File: config.mk
export PLATFORM = sky130hd
export DESIGN_NAME = wb_stage
export DESIGN_NICKNAME = d
export VERILOG_FILES = /design/src/rtl/rv_pkg.sv /design/src/rtl/wb_stage_load_align.sv /design/src/rtl/wb_stage.sv
export SDC_FILE = /design/constraint.sdc
export NUM_CORES = 1
export LEC_CHECK = 0
export BUFFER_PORTS_ARGS = -buffer_cell sky130_fd_sc_hd__buf_2
export CORE_ASPECT_RATIO = 1.4
export CORE_MARGIN = 1.5
export CORE_UTILIZATION = 45
export CTS_CLUSTER_DIAMETER = 40
export DETAILED_ROUTE_END_ITERATION = 10
export GPL_TIMING_DRIVEN = 0
export PLACE_DENSITY_LB_ADDON = 0.3
export RECOVER_POWER = 25
export SLEW_MARGIN = 10
export SYNTH_ARGS = -nofsm -noshare
export SYNTH_HDL_FRONTEND = slang
export SYNTH_SLANG_ARGS = --single-unit
File: constraint.sdc
create_clock -name clk -period 1.9 [get_ports clk]
set_clock_uncertainty 0.1 [all_clocks]
set_input_delay 0 -clock clk [delete_from_list [all_inputs] [get_ports clk]]
set_output_delay 0 -clock clk [all_outputs]
set_load 0.01 [all_outputs]
File: src/rtl/rv_pkg.sv
// Shared constants and types for the write-back stage.
package rv_pkg;

  localparam int XLEN       = 32;
  localparam int REG_ADDR_W = 5;

  // Load-type encodings carried in funct3
  localparam logic [2:0] F3_LB  = 3'b000;
  localparam logic [2:0] F3_LH  = 3'b001;
  localparam logic [2:0] F3_LW  = 3'b010;
  localparam logic [2:0] F3_LBU = 3'b100;
  localparam logic [2:0] F3_LHU = 3'b101;

  typedef enum logic [1:0] {
    IDLE      = 2'd0,
    WAIT_LOAD = 2'd1,
    WRITE     = 2'd2
  } wb_state_t;

  // A write only reaches the register file when requested and not aimed at x0
  function automatic logic wr_enabled(input logic wen, input logic [REG_ADDR_W-1:0] rd);
    return wen && (rd != '0);
  endfunction

endpackage

File: src/rtl/wb_stage_load_align.sv
// Load data alignment: picks the addressed byte/half/word out of the raw
// memory word, extends it to XLEN and flags misaligned halfword/word loads.
// Undefined funct3 encodings fall through to word behaviour.
module load_align
  import rv_pkg::*;
#(
  parameter int W = XLEN
) (
  input  logic [2:0]   funct3,
  input  logic [1:0]   addr,
  input  logic [W-1:0] rdata,
  output logic [W-1:0] data,
  output logic         misaligned
);

  logic [7:0]  byte_sel;
  logic [15:0] half_sel;

  assign byte_sel = rdata[{addr, 3'b000} +: 8];
  assign half_sel = rdata[{addr[1], 4'b0000} +: 16];

  // Extract and extend according to the load type
  always_comb begin
    data       = rdata;
    misaligned = 1'b0;
    case (funct3)
      F3_LB:  data = {{(W-8){byte_sel[7]}}, byte_sel};
      F3_LBU: data = {{(W-8){1'b0}}, byte_sel};
      F3_LH: begin
        data       = {{(W-16){half_sel[15]}}, half_sel};
        misaligned = addr[0];
      end
      F3_LHU: begin
        data       = {{(W-16){1'b0}}, half_sel};
        misaligned = addr[0];
      end
      default: begin
        data       = rdata;
        misaligned = (addr != 2'b00);
      end
    endcase
  end

endmodule

File: src/rtl/wb_stage.sv
// Write-back stage: accepts retiring instructions from MEM, waits for load
// responses, and issues one single-cycle register-file write per instruction.
// Optional: define WB_RETIRE_CNT_EN to add the retireCount output.
//
// state     | meaning
// ----------+-------------------------------------------------------------
// IDLE      | nothing in flight, ready to accept
// WAIT_LOAD | load accepted, waiting for dmemRspValid, not ready
// WRITE     | write/misalign pulse presented this cycle, ready to accept
module wb_stage
  import rv_pkg::*;
(
  input  logic                  clk,
  input  logic                  reset,
  input  logic                  inValid,
  output logic                  inReady,
  input  logic [REG_ADDR_W-1:0] rdAddr,
  input  logic                  regWriteIn,
  input  logic                  memToReg,
  input  logic [2:0]            funct3,
  input  logic [XLEN-1:0]       aluResult,
  input  logic                  dmemRspValid,
  input  logic [XLEN-1:0]       dmemRdata,
  output logic [REG_ADDR_W-1:0] writeReg,
  output logic [XLEN-1:0]       writeData,
  output logic                  regWrite,
  output logic                  misalignErr
`ifdef WB_RETIRE_CNT_EN
  ,
  output logic [31:0]           retireCount
`endif
);

  wb_state_t             state_q, state_d;
  logic                  in_ready_q, in_ready_d;
  logic [REG_ADDR_W-1:0] rd_q, rd_d;
  logic                  wen_q, wen_d;
  logic [2:0]            f3_q, f3_d;
  logic [1:0]            addr_q, addr_d;
  logic [REG_ADDR_W-1:0] wr_reg_q, wr_reg_d;
  logic [XLEN-1:0]       wr_data_q, wr_data_d;
  logic                  reg_write_q, reg_write_d;
  logic                  misalign_q, misalign_d;

  logic                  accept;
  logic [XLEN-1:0]       ld_data;
  logic                  ld_mis;

  // Load extraction works on the captured funct3/address and live memory data
  load_align #(.W(XLEN)) u_load_align (
    .funct3     (f3_q),
    .addr       (addr_q),
    .rdata      (dmemRdata),
    .data       (ld_data),
    .misaligned (ld_mis)
  );

  assign accept = inValid && in_ready_q;

  // Next-state and next-output decode; outputs are all registered
  always_comb begin
    state_d     = state_q;
    rd_d        = rd_q;
    wen_d       = wen_q;
    f3_d        = f3_q;
    addr_d      = addr_q;
    wr_reg_d    = wr_reg_q;
    wr_data_d   = wr_data_q;
    reg_write_d = 1'b0;
    misalign_d  = 1'b0;

    case (state_q)
      WAIT_LOAD: begin
        if (dmemRspValid) begin
          state_d = WRITE;
          if (ld_mis) begin
            // Misaligned: the error pulse replaces the write, data regs hold
            misalign_d = 1'b1;
          end else begin
            wr_reg_d    = rd_q;
            wr_data_d   = ld_data;
            reg_write_d = wr_enabled(wen_q, rd_q);
          end
        end
      end
      default: begin
        if (accept) begin
          rd_d   = rdAddr;
          wen_d  = regWriteIn;
          f3_d   = funct3;
          addr_d = aluResult[1:0];
          if (memToReg) begin
            state_d = WAIT_LOAD;
          end else begin
            // ALU results need no wait: write lands the next cycle
            state_d     = WRITE;
            wr_reg_d    = rdAddr;
            wr_data_d   = aluResult;
            reg_write_d = wr_enabled(regWriteIn, rdAddr);
          end
        end else begin
          state_d = IDLE;
        end
      end
    endcase

    in_ready_d = (state_d != WAIT_LOAD);
  end

  // State and output registers; reset discards any pending load
  always_ff @(posedge clk or posedge reset) begin
    if (reset) begin
      state_q     <= IDLE;
      in_ready_q  <= 1'b1;
      rd_q        <= '0;
      wen_q       <= 1'b0;
      f3_q        <= '0;
      addr_q      <= '0;
      wr_reg_q    <= '0;
      wr_data_q   <= '0;
      reg_write_q <= 1'b0;
      misalign_q  <= 1'b0;
    end else begin
      state_q     <= state_d;
      in_ready_q  <= in_ready_d;
      rd_q        <= rd_d;
      wen_q       <= wen_d;
      f3_q        <= f3_d;
      addr_q      <= addr_d;
      wr_reg_q    <= wr_reg_d;
      wr_data_q   <= wr_data_d;
      reg_write_q <= reg_write_d;
      misalign_q  <= misalign_d;
    end
  end

  assign inReady     = in_ready_q;
  assign writeReg    = wr_reg_q;
  assign writeData   = wr_data_q;
  assign regWrite    = reg_write_q;
  assign misalignErr = misalign_q;

`ifdef WB_RETIRE_CNT_EN
  logic [31:0] retire_cnt_q, retire_cnt_d;

  // Every instruction spends exactly one cycle in WRITE, so that cycle retires it
  always_comb begin
    retire_cnt_d = retire_cnt_q;
    if (state_q == WRITE) retire_cnt_d = retire_cnt_q + 32'd1;
  end

  // Retire counter register, wraps naturally
  always_ff @(posedge clk or posedge reset) begin
    if (reset) retire_cnt_q <= '0;
    else       retire_cnt_q <= retire_cnt_d;
  end

  assign retireCount = retire_cnt_q;
`endif

endmodule

======== Word level (Yosys, flattened, before mapping) ========
Cells that the tools add are included.
W data, S select, Z words.
storage, ports and cells
  register bits ........................... 53
  bits in latches ......................... 0
  bits in writable memories ............... 0
  bits in read-only memories .............. 0
  input bits .............................. 78
  logic and storage cells ................. 57
  memories ................................ 0
operators by class
  add/sub/neg operators ................... 0
  multiply operators ...................... 0
  divide/modulo/power cells ............... 0
  $lt $le $gt $ge ......................... 0
  equality and inequality tests ........... 8
  shift-type cells ........................ 2
  multiplexer cells ....................... 24
  bitwise logic cells ..................... 1
  reduce and logical (&&, ||, !) cells .... 12
operators with widths
  operator              number
  $mux W32              5
  $pmux W32 S4          1
  $shiftx A32 B6 Y16    1
  $shiftx A32 B6 Y8     1
  $mux W5               5
  $reduce_bool A5 Y1    2
  $mux W1               8
  $mux W2               4
  $eq A3 B3 Y1 const B  2
  $ne A2 B1 Y1 const B  2
  $ne A2 B2 Y1 const B  2
  $reduce_and A4 Y1     1
  $reduce_bool A2 Y1    2
  $reduce_or A2 Y1      2
  $eq A3 B1 Y1 const B  1
  $logic_and A1 B1 Y1   3
  $logic_not A3 Y1      1
  $eq A2 B1 Y1 const B  1
  $pmux W1 S2           1
  $reduce_and A2 Y1     1
  $not A1 Y1            1

======== Depth between registers and ports, before layout ========
Gate-level depths: netlist of the first run.
  depth in word-level cells ............... 6
  gate-level depth with buffers ........... 9
  mapped depth without buffers ............ 5

======== Hierarchy ========
From an unflattened synthesis of the first run, not the netlist that was laid out.
unflattened totals
  cells, all modules ...................... 368
  area total of the unflattened synthesis .. 3353.2 um2
by module, submodules not included
  module      instances  cells each  area an instance (um2)  seq. area each (um2)
  wb_stage    1          246         2650.0                  1327.5
  load_align  1          122         703.2                   0.0

======== Least setup slack after synthesis of the first run ========
No wires, ideal clock.
  path type ............................... register -> register
  start point ............................. reg state_q[0]
  end point ............................... reg wr_data_q[14], in the netlist writeData[14]
  library setup time ...................... 0.126 ns
  data arrival time ....................... 1.657 ns
  slack ................................... 0.017 ns
  stages on the path, launching flop included .. 7
  path buffers ............................ 2
  clock period less this slack ............ 1.883 ns
  cell sequence ........................... dfrtp_1 -> nor2b_1 -> buf_2 -> nor3_2 -> buf_2 -> mux2_2 -> a221o_1
between the ends
  word-level cells in the longest chain between the ends .. 3
  elaborated cells between the ends (all ways) .. 7
ends and longest elaborated chain
  what                                                         RTL line         source
  start, declared                                              wb_stage.sv:34   wb_state_t state_q, state_d;
  start signal, assigned                                       wb_stage.sv:124  state_q <= state_d;
  $eq A2 B1 Y1 (*)                                             wb_stage.sv:72   case (state_q)
  $ne A2 B2 Y1 (no source line), or another cell as far along  --
  $reduce_and A4 Y1 (no source line)                           --
  end signal, assigned                                         wb_stage.sv:131  wr_data_q <= wr_data_d;
  end, declared                                                wb_stage.sv:41   logic [XLEN-1:0] wr_data_q, wr_data_d;
Every way passes the cells marked *; elsewhere a longest branch is shown, timed or not.
A chain may end at the register's enable or synchronous reset.

======== Final worst setup path of the first run ========
  start point ............................. reg state_q[1]
  end point ............................... reg wr_data_q[3], in the netlist writeData[3]
Same word-level chain as after synthesis.

==> out/results.txt, run 1 <==
Synth Area in XOR/XNOR - 0%
Synth top area share - 41.4%
unique cell type count in the Yosys netlist - 41
Setup crit start - state_q[1]
Mapped Area - 0.00314 sq mm
Worst-path clk slew - 0.11 ns
vias - 3403
die width - 73.6 um
GRT Util Overall - 27.2%
Seq/Total Area, Yosys - 42.2%
Total Routed Length - 10600 um
cell count after synthesis - 340
CTS Sinks - 53
Slew Limit Headroom - 50.0%
Clock Root Buffer - clkbuf_8
Post-route DRC - 0
EDFF count, synth - 0
post-synth net total - 418
IO Count - 118
synthesized flop and latch total - 53
Layout Nets - 603
hpwl dp - 7330 um
Num CTS Buffers - 5
Reg2Reg Launch Point - state_q[1]
number of H-tree levels - 2
final setup vio count - 3
gp weighted congestion - 0.991
CTS max path bufs - 2
max-slew violations - 0
violated checks - negative setup slack
CP Launch Type - flip-flop
Initial DRC Count - 209
largest family of logic cells by synthesized area - compound AO/OA/AOI/OAI gates
min Tclk post-route - 1.92 ns
core area - 0.00666 sq mm
grt ovf - 0
leading area contributor after synthesis - dfrtp_1
Crit. End Element - flip-flop
Simple-Gate Fraction of Synth Area - 14.9%
Setup CP Type - flip-flop to flip-flop
Pwr Total - 0.00542 W
Starting Density - 47.2%
Final WS setup - -0.0225 ns
worst-path fanout max - 10
Synth Area per Inst - 9.24 sq um
P_leak - 2.26 nW
WP data required - 1.99 ns
yosys warns - 0
initial antenna violation count - 0
max cap viols - 0
fmax - 520 MHz
Synth Area in Adders - 0%
antenna viol nets, final - 0
worst min path class - input pin to flip-flop
Port Buffers - 117
vias in the first global route - 3401
Die H - 102 um
Synth Area in Compound Gates - 25.6%
Routed WL per cell - 17.2 um
first-pass GRT wire length - 15700 um
Vias/cell - 5.51
final hold violation count - 0
Fin Setup TNS - -0.0474 ns
hold_sp - dmemRdata[23]
asr flop ratio synth - 100%
Tcrit/Tclk final - 101%
largest net degree at the start of global routing - 35
ANT cells - 0
die footprint - 0.00750 sq mm
layout cells sized above 1 - 42.2%
TritonRoute pass-1 iters - 5
CTS tree - done
row cnt - 35
top_reg_cell synth - dfrtp_1
worst skew pair latency - 0.32 ns
power per cell area - 1140 mW/mm^2
status - finished, violations left
Area Overhead vs Synth - 51.2%
Worst-Margin Slew - 0.749 ns
peak supply drop - 0.612 mV
critical path data arrival time - 2.01 ns
mux contribution to synthesized area - 10.2%
RSZ-0062 raised after global routing - yes
dominant cells by area after synthesis - dfrtp_1 (41%), nand2_1 (7.0%), mux2_2 (6.8%), o21ai_0 (5.1%), o31ai_2 (4.0%)
[routing by layer]
| layer | up-vias | wire, um | GRT usage, % |
|---|---|---|---|
| met5 | - | 0 | 0 |
| met4 | 0 | 540 | 16.4 |
| met3 | 36 | 647 | 3.85 |
| met2 | 161 | 5580 | 47.5 |
| met1 | 1615 | 3880 | 30.8 |
| li1 | 1591 | - | - |
[placed cells by master (no fill, tap or decap), types with 3 or more instances in the layout]
| cell type | count |
|---|---|
| clkbuf_8 | 5 |
| nand2b_1 | 3 |
| dlygate4sd3_1 | 51 |
| mux2_2 | 18 |
| inv_1 | 14 |
| a211oi_2 | 12 |
| nor2_1 | 22 |
| buf_6 | 9 |
| nand2_1 | 59 |
| nand3_1 | 3 |
| a221oi_1 | 6 |
| buf_4 | 13 |
| mux2i_1 | 9 |
| nor3_1 | 4 |
| o31ai_2 | 10 |
| buf_2 | 120 |
| or3_1 | 4 |
| clkbuf_1 | 3 |
| dfrtp_2 | 3 |
| a211oi_4 | 4 |
| a21oi_1 | 14 |
| dfrtp_1 | 49 |
| a221o_1 | 8 |
| o21ai_0 | 29 |
| clkbuf_4 | 4 |
| o22ai_1 | 6 |
| o31ai_1 | 6 |
| clkbuf_2 | 7 |
[layout make-up]
type | instances | area (sq um)
fillers | 530 | 1900
multi-input cells | 244 | 1750
flip-flops and latches | 53 | 1330
repair buffers | 182 | 1210
plain buffers | 25 | 178
well taps | 92 | 115
clock buffers | 5 | 68.8
inverters | 14 | 52.6
clock inverters | 3 | 50.0
[through the flow]
step	instance area (sq um)	std cells	utilization [%]	hold slack, ns	worst slack [ns]
floorplan	3140	340	-	-0.0323	0.0166
finish	4750	618	71.4	0.00897	-0.0225
global placement	3840	549	57.7	0.0849	-0.180
detailed placement	3860	550	58.0	-0.0718	-0.220
CTS	4540	609	68.3	0.00500	0.00340
global route	4750	618	71.4	0.0231	-0.0732
[kinds of logic (layout without fill, tap and decap cells)]
| kind of cell | count (synthesis) | after routing |
|---|---|---|
| flip-flops | 53 | 53 |
| multiplexers | 29 | 29 |
| AO/OA/AOI/OAI | 108 | 108 |
| AND/OR/NAND/NOR | 107 | 107 |
| buffers and inverters | 43 | 229 |
[synthesized netlist by cell type, types with 6 or more instances]
| cell type | instances |
|---|---|
| buf_2 | 7 |
| dfrtp_1 | 52 |
| a21oi_1 | 14 |
| nand2_1 | 59 |
| o31ai_2 | 10 |
| mux2i_1 | 9 |
| a211oi_1 | 15 |
| nor2_1 | 23 |
| o21ai_0 | 32 |
| a221oi_1 | 7 |
| a221o_1 | 8 |
| clkbuf_1 | 11 |
| o22ai_1 | 6 |
| mux2_2 | 19 |
| o31ai_1 | 6 |
| buf_6 | 6 |
| inv_1 | 14 |
[final timing paths]
path / to / slack [ns] / cells after the start
setup / recovery: writeData[3] / -0.02 / 6
min in group asynchronous: writeData[25] / 0.24 / 3
setup reg to reg: writeData[3] / -0.02 / 6
hold / removal: writeData[23] / 0.009 / 3
max in group asynchronous: addr_q[1] / 0.41 / 4
hold reg to reg: writeData[21] / 0.38 / 2
[worst max-delay path, stage by stage (launching register included)]
cell and delay, ns:
dfrtp_1 0.41, nand2b_1 0.12, clkbuf_1 0.28, clkbuf_4 0.30
a21oi_1 0.06, a32oi_1 0.38, o21ai_0 0.15
[report_power, final]
| group | switching [W] | internal (W) | total (W) |
|---|---|---|---|
| clock | 0.000418 | 0.000405 | 0.000822 |
| sequential | 0.000294 | 0.00160 | 0.00189 |
| combinational | 0.00147 | 0.00124 | 0.00271 |
| total | 0.00218 | 0.00324 | 0.00542 |
[sequential cells by signal, summed over array words and instances, names as in the netlist]
signal	flops
rd_q	5
inReady	1
f3_q	3
misalignErr	1
state_q	2
wen_q	1
addr_q	2
writeData	32
regWrite	1
writeReg	5
[what timing repair did]
action	4_1_cts	5_1_grt
cloned	0	1
pin swaps	3	4
buffers inserted	4	8
hold buffers	50	1
endpoints found under the hold margin	105	1
setup endpoints to repair	37	38
resized for setup	15	45
Power figures use the tool's default switching activity.
==> run 2: changes to the inputs <==
--- a/config.mk
+++ b/config.mk
@@ -12,8 +12,9 @@
 export CTS_CLUSTER_DIAMETER = 40
 export DETAILED_ROUTE_END_ITERATION = 10
 export GPL_TIMING_DRIVEN = 0
-export PLACE_DENSITY_LB_ADDON = 0.3
+export PLACE_DENSITY_LB_ADDON = 0.12
 export RECOVER_POWER = 25
+export REMOVE_ABC_BUFFERS = 1
 export SLEW_MARGIN = 10
 export SYNTH_ARGS = -nofsm -noshare
 export SYNTH_HDL_FRONTEND = slang
==> run 2 against run 1 <==
The flow finishes with violations (negative hold slack, negative setup slack). First-iteration DRC count increased by 8.6%. Register-to-register slack about the same. Final cell count is 0.65% lower. Clock power increased by 0.7%. Critical endpoint is now writeData[12]. Largest cell class unchanged.
==> out/results.txt, run 2 (synthesis results as in run 1) <==
status - finished, violations left
violated checks - negative hold slack, negative setup slack
Slew Limit Headroom - 49.3%
Num CTS Buffers - 5
RSZ-0062 raised after global routing - yes
Vias/cell - 5.41
Area after DPL - 0.00377 sq mm
Final WS setup - -0.0130 ns
CP Cell Sequence - mux2_4 > a22oi_4 > o21ba_4 > a221oi_1 > a221o_1
TritonRoute pass-1 iters - 5
CTS Sinks - 53
CTS tree - done
peak supply drop - 0.621 mV
power per cell area - 1120 mW/mm^2
Routed WL per cell - 16.3 um
fmax - 523 MHz
min Tclk post-route - 1.91 ns
worst min path class - input pin to flip-flop
Worst-path clk slew - 0.10 ns
worst skew pair latency - 0.31 ns
row cnt - 35
max cap viols - 0
Worst-Margin Slew - 0.759 ns
slowest stage cell, crit path - dfrtp_2
number of H-tree levels - 2
Pwr Total - 0.00536 W
hpwl dp - 5970 um
Die H - 102 um
critical path's largest stage delay - 0.45 ns
final setup vio count - 1
vias - 3321
Initial DRC Count - 227
ANT cells - 0
CTS max path bufs - 2
core area - 0.00666 sq mm
max-slew violations - 0
Finished Core Util - 72.1%
Design Area, Final - 0.00480 sq mm
Area Overhead vs Synth - 52.7%
dpl ws - -0.822 ns
gp weighted congestion - 0.803
Post-route DRC - 0
antenna viol nets, final - 0
most common cell after layout, fill and taps aside - buf_2
critical path data arrival time - 2.02 ns
Setup CP Type - flip-flop to flip-flop
vias in the first global route - 3231
initial antenna violation count - 0
GRT Util Overall - 26.4%
most frequent cells in the layout - buf_2 (86), nand2_1 (58), dlygate4sd3_1 (53)
die width - 73.6 um
IO Count - 118
Tcrit/Tclk final - 101%
Crit. End Element - flip-flop
first-pass GRT wire length - 15400 um
max reg flops - 32
grt ovf - 0
WP data required - 2.01 ns
final hold violation count - 1
Starting Density - 47.2%
Clock Root Buffer - clkbuf_8
Fin Setup TNS - -0.0130 ns
Layout Nets - 599
CP Launch Type - flip-flop
final hold slack - -0.00655 ns
die footprint - 0.00750 sq mm
largest net degree at the start of global routing - 40
Port Buffers - 117
Total Routed Length - 10000 um
P_leak - 2.21 nW
layout cells sized above 1 - 36.4%
worst-path fanout max - 8
==> run 2: cell count changes in the layout (fill, tap and decap cells not counted), sizes merged <==
cell and change:
buf -24, clkbuf +18, dlygate4sd3 +2, clkinv -1, clkinvlp +1, inv -1, nor2b +1
==> run 2: path summary, 6_finish.rpt <==
kind | start | to | slack (ns) | depth (start not counted)
max in group asynchronous | reset | addr_q[0] | 0.86 | 4
min in group asynchronous | reset | writeData[31] | 0.26 | 3
max | addr_q[0] | writeData[12] | -0.01 | 5
min | dmemRdata[26] | writeData[26] | -0.007 | 3
min reg2reg | writeData[21] | writeData[21] | 0.38 | 2
max reg2reg | addr_q[0] | writeData[12] | -0.01 | 5
==> run 2: final cells by class <==
class,instances,area (sq um)
sequential,53,1340
clock inverter,2,37.5
inverter,14,52.6
multi-input combinational,245,1770
timing repair buffer,202,1400
clock buffer,6,82.6
fill,553,1860
tap,92,115
==> run 2: repair_timing <==
item / in CTS / in global routing
pin swaps: 2 / 9
setup endpoints to repair: 51 / 37
endpoints found under the hold margin: 84 / 0
gates resized for setup: 18 / 22
buffers inserted: 14 / 14
hold buffers: 53 / 0
gates cloned: 1 / 0
==> run 2: stage by stage <==
| step | cells | hold slack, ns |
|---|---|---|
| 2_1_floorplan | 311 | -0.0323 |
| 3_3_place_gp | 520 | 0.0926 |
| 3_5_place_dp | 524 | 0.0795 |
| 4_1_cts | 600 | 0.00125 |
| 5_1_grt | 614 | 0.0222 |
| 6_report | 614 | -0.00655 |
==> run 2: layer usage <==
metal,part of all wire (%),routed length (um),global-route usage (%),vias up
met5,0,0,0,-
met4,2.1,213,7.83,0
met3,4.9,491,3.65,22
met2,53,5310,48.2,119
met1,40,3980,31.6,1596
li1,-,-,-,1584
==> run 2: critical path, delay by kind of cell (launching register included) <==
kind | cells | cell delay (ns)
AO/OA/AOI/OAI | 4 | 0.95
multiplexers | 1 | 0.32
flip-flops | 1 | 0.45
==> run 2: power by group <==
part	internal, W	total [W]	switching (W)	leakage (nW)
sequential	0.00160	0.00198	0.000371	0.633
clock	0.000429	0.000828	0.000399	0.0574
combinational	0.00118	0.00255	0.00137	1.52
total	0.00322	0.00536	0.00214	2.21
==> run 3: changes to the inputs <==
--- a/config.mk
+++ b/config.mk
@@ -12,6 +12,7 @@
 export CTS_CLUSTER_DIAMETER = 40
 export DETAILED_ROUTE_END_ITERATION = 10
 export GPL_TIMING_DRIVEN = 0
+export HOLD_SLACK_MARGIN = 0.08
 export PLACE_DENSITY_LB_ADDON = 0.12
 export RECOVER_POWER = 25
 export REMOVE_ABC_BUFFERS = 1
==> run 3 against run 2 <==
The run ends with negative setup slack left. Fmax rose by 0.44%. Worst hold slack improved by 0.093 ns. Die area did not move. Clock-buffer cell count did not move. Sequential power barely moved. Global-route usage rose by 0.71 points. Sequential share of layout area fell by 0.89 points. Non-clock buffer count rose by 18.
==> out/results.txt, run 3 (synthesis results as in run 1) <==
hold_sp - dmemRdata[2]
Routed WL per cell - 16.1 um
IO Count - 118
power per cell area - 1080 mW/mm^2
Layout Nets - 617
CTS tree - done
fin cells - 632
P_leak - 2.28 nW
Met3 Routed Length - 512 um
die footprint - 0.00750 sq mm
Setup crit start - inReady
Post-route DRC - 0
GRT Util Overall - 27.1%
Worst-Margin Slew - 0.752 ns
final setup vio count - 1
initial antenna violation count - 0
fmax - 525 MHz
max reg flops - 32
Clock Root Buffer - clkbuf_8
most common cell after layout, fill and taps aside - buf_2
Pwr Total - 0.00538 W
antenna viol nets, final - 0
worst-path fanout max - 7
critical path data arrival time - 2.01 ns
ANT cells - 0
Area after DPL - 0.00377 sq mm
grt ovf - 0
Vias/cell - 5.29
Total Routed Length - 10200 um
Fin Setup TNS - -0.00456 ns
Initial DRC Count - 190
Worst-path clk slew - 0.10 ns
Num CTS Buffers - 5
Port Buffers - 117
Design Area, Final - 0.00496 sq mm
RSZ-0062 raised after global routing - yes
largest net degree at the start of global routing - 40
status - finished, violations left
first-pass GRT wire length - 15800 um
CP Launch Type - flip-flop
peak supply drop - 0.607 mV
max-slew violations - 0
layout cells sized above 1 - 35.7%
DR top layer - met4
vias in the first global route - 3314
Final WS setup - -0.00456 ns
most frequent cells in the layout - buf_2 (86), dlygate4sd3_1 (68), nand2_1 (58)
violated checks - negative setup slack
dpl ws - -0.822 ns
TritonRoute pass-1 iters - 4
die width - 73.6 um
vias - 3344
CTS Sinks - 53
Tcrit/Tclk final - 100%
row cnt - 35
WP data required - 2.00 ns
Die H - 102 um
final hold violation count - 0
Area Overhead vs Synth - 57.8%
dpl cells - 524
worst min path class - input pin to flip-flop
Reg2Reg Launch Point - inReady
Setup CP Type - flip-flop to flip-flop
Crit. End Element - flip-flop
CTS max path bufs - 2
Starting Density - 47.2%
gp weighted congestion - 0.803
max cap viols - 0
core area - 0.00666 sq mm
met1 wire length - 4060 um
number of H-tree levels - 2
worst skew pair latency - 0.31 ns
Slew Limit Headroom - 49.8%
min Tclk post-route - 1.90 ns
WL met2 - 5410 um
hpwl dp - 5970 um
run 3: through the flow:
stage,hold slack (ns),util (%)
after floorplan,-0.0323,-
after global placement,0.0926,55.2
after detailed placement,0.0795,56.7
after CTS,0.0850,71.5
after global routing,0.143,74.5
final,0.0864,74.5
run 3: worst paths after layout:
check                           endpoint  slack, ns  cells past startpoint
setup / recovery           writeData[10]     -0.005                      5
hold / removal              writeData[2]       0.09                      5
setup reg to reg           writeData[10]     -0.005                      5
hold reg to reg            writeData[21]       0.38                      2
max in group asynchronous      addr_q[1]       0.86                      4
min in group asynchronous  writeData[31]       0.26                      3
run 3: report_power, final:
group	leakage, nW	total [W]	switching, W	internal (W)
Clock	0.0574	0.000828	0.000399	0.000429
Sequential	0.633	0.00198	0.000373	0.00160
Combinational	1.59	0.00257	0.00136	0.00121
run 3: routing by layer:
layer | global-route usage (%) | vias to the layer above
li1 | - | 1621
met1 | 31.5 | 1587
met2 | 50.6 | 113
met3 | 3.85 | 23
met4 | 7.98 | 0
met5 | 0 | -
run 3: area by class of cell:
class | count | area, sq um
Multi-Input combinational cell | 245 | 1760
Fill cell | 520 | 1700
Timing Repair Buffer | 220 | 1570
Sequential cell | 53 | 1340
Tap cell | 92 | 115
Clock buffer | 6 | 82.6
Inverter | 14 | 52.6
Clock inverter | 2 | 37.5
run 3: worst max-delay path, cell delays in order (launching register included):
cell,delay (ns)
dfstp_2,0.57
nand2_4,0.07
nor3_4,0.25
buf_6,0.17
mux2_2,0.33
a221o_1,0.30
run 3: repair_timing:
action / CTS / global route
gates resized for setup: 18 / 20
setup buffers: 14 / 17
endpoints found under the hold margin: 84 / 1
cloned: 1 / 0
endpoints found under the setup margin: 51 / 37
hold buffers: 67 / 1
pin swaps: 2 / 8
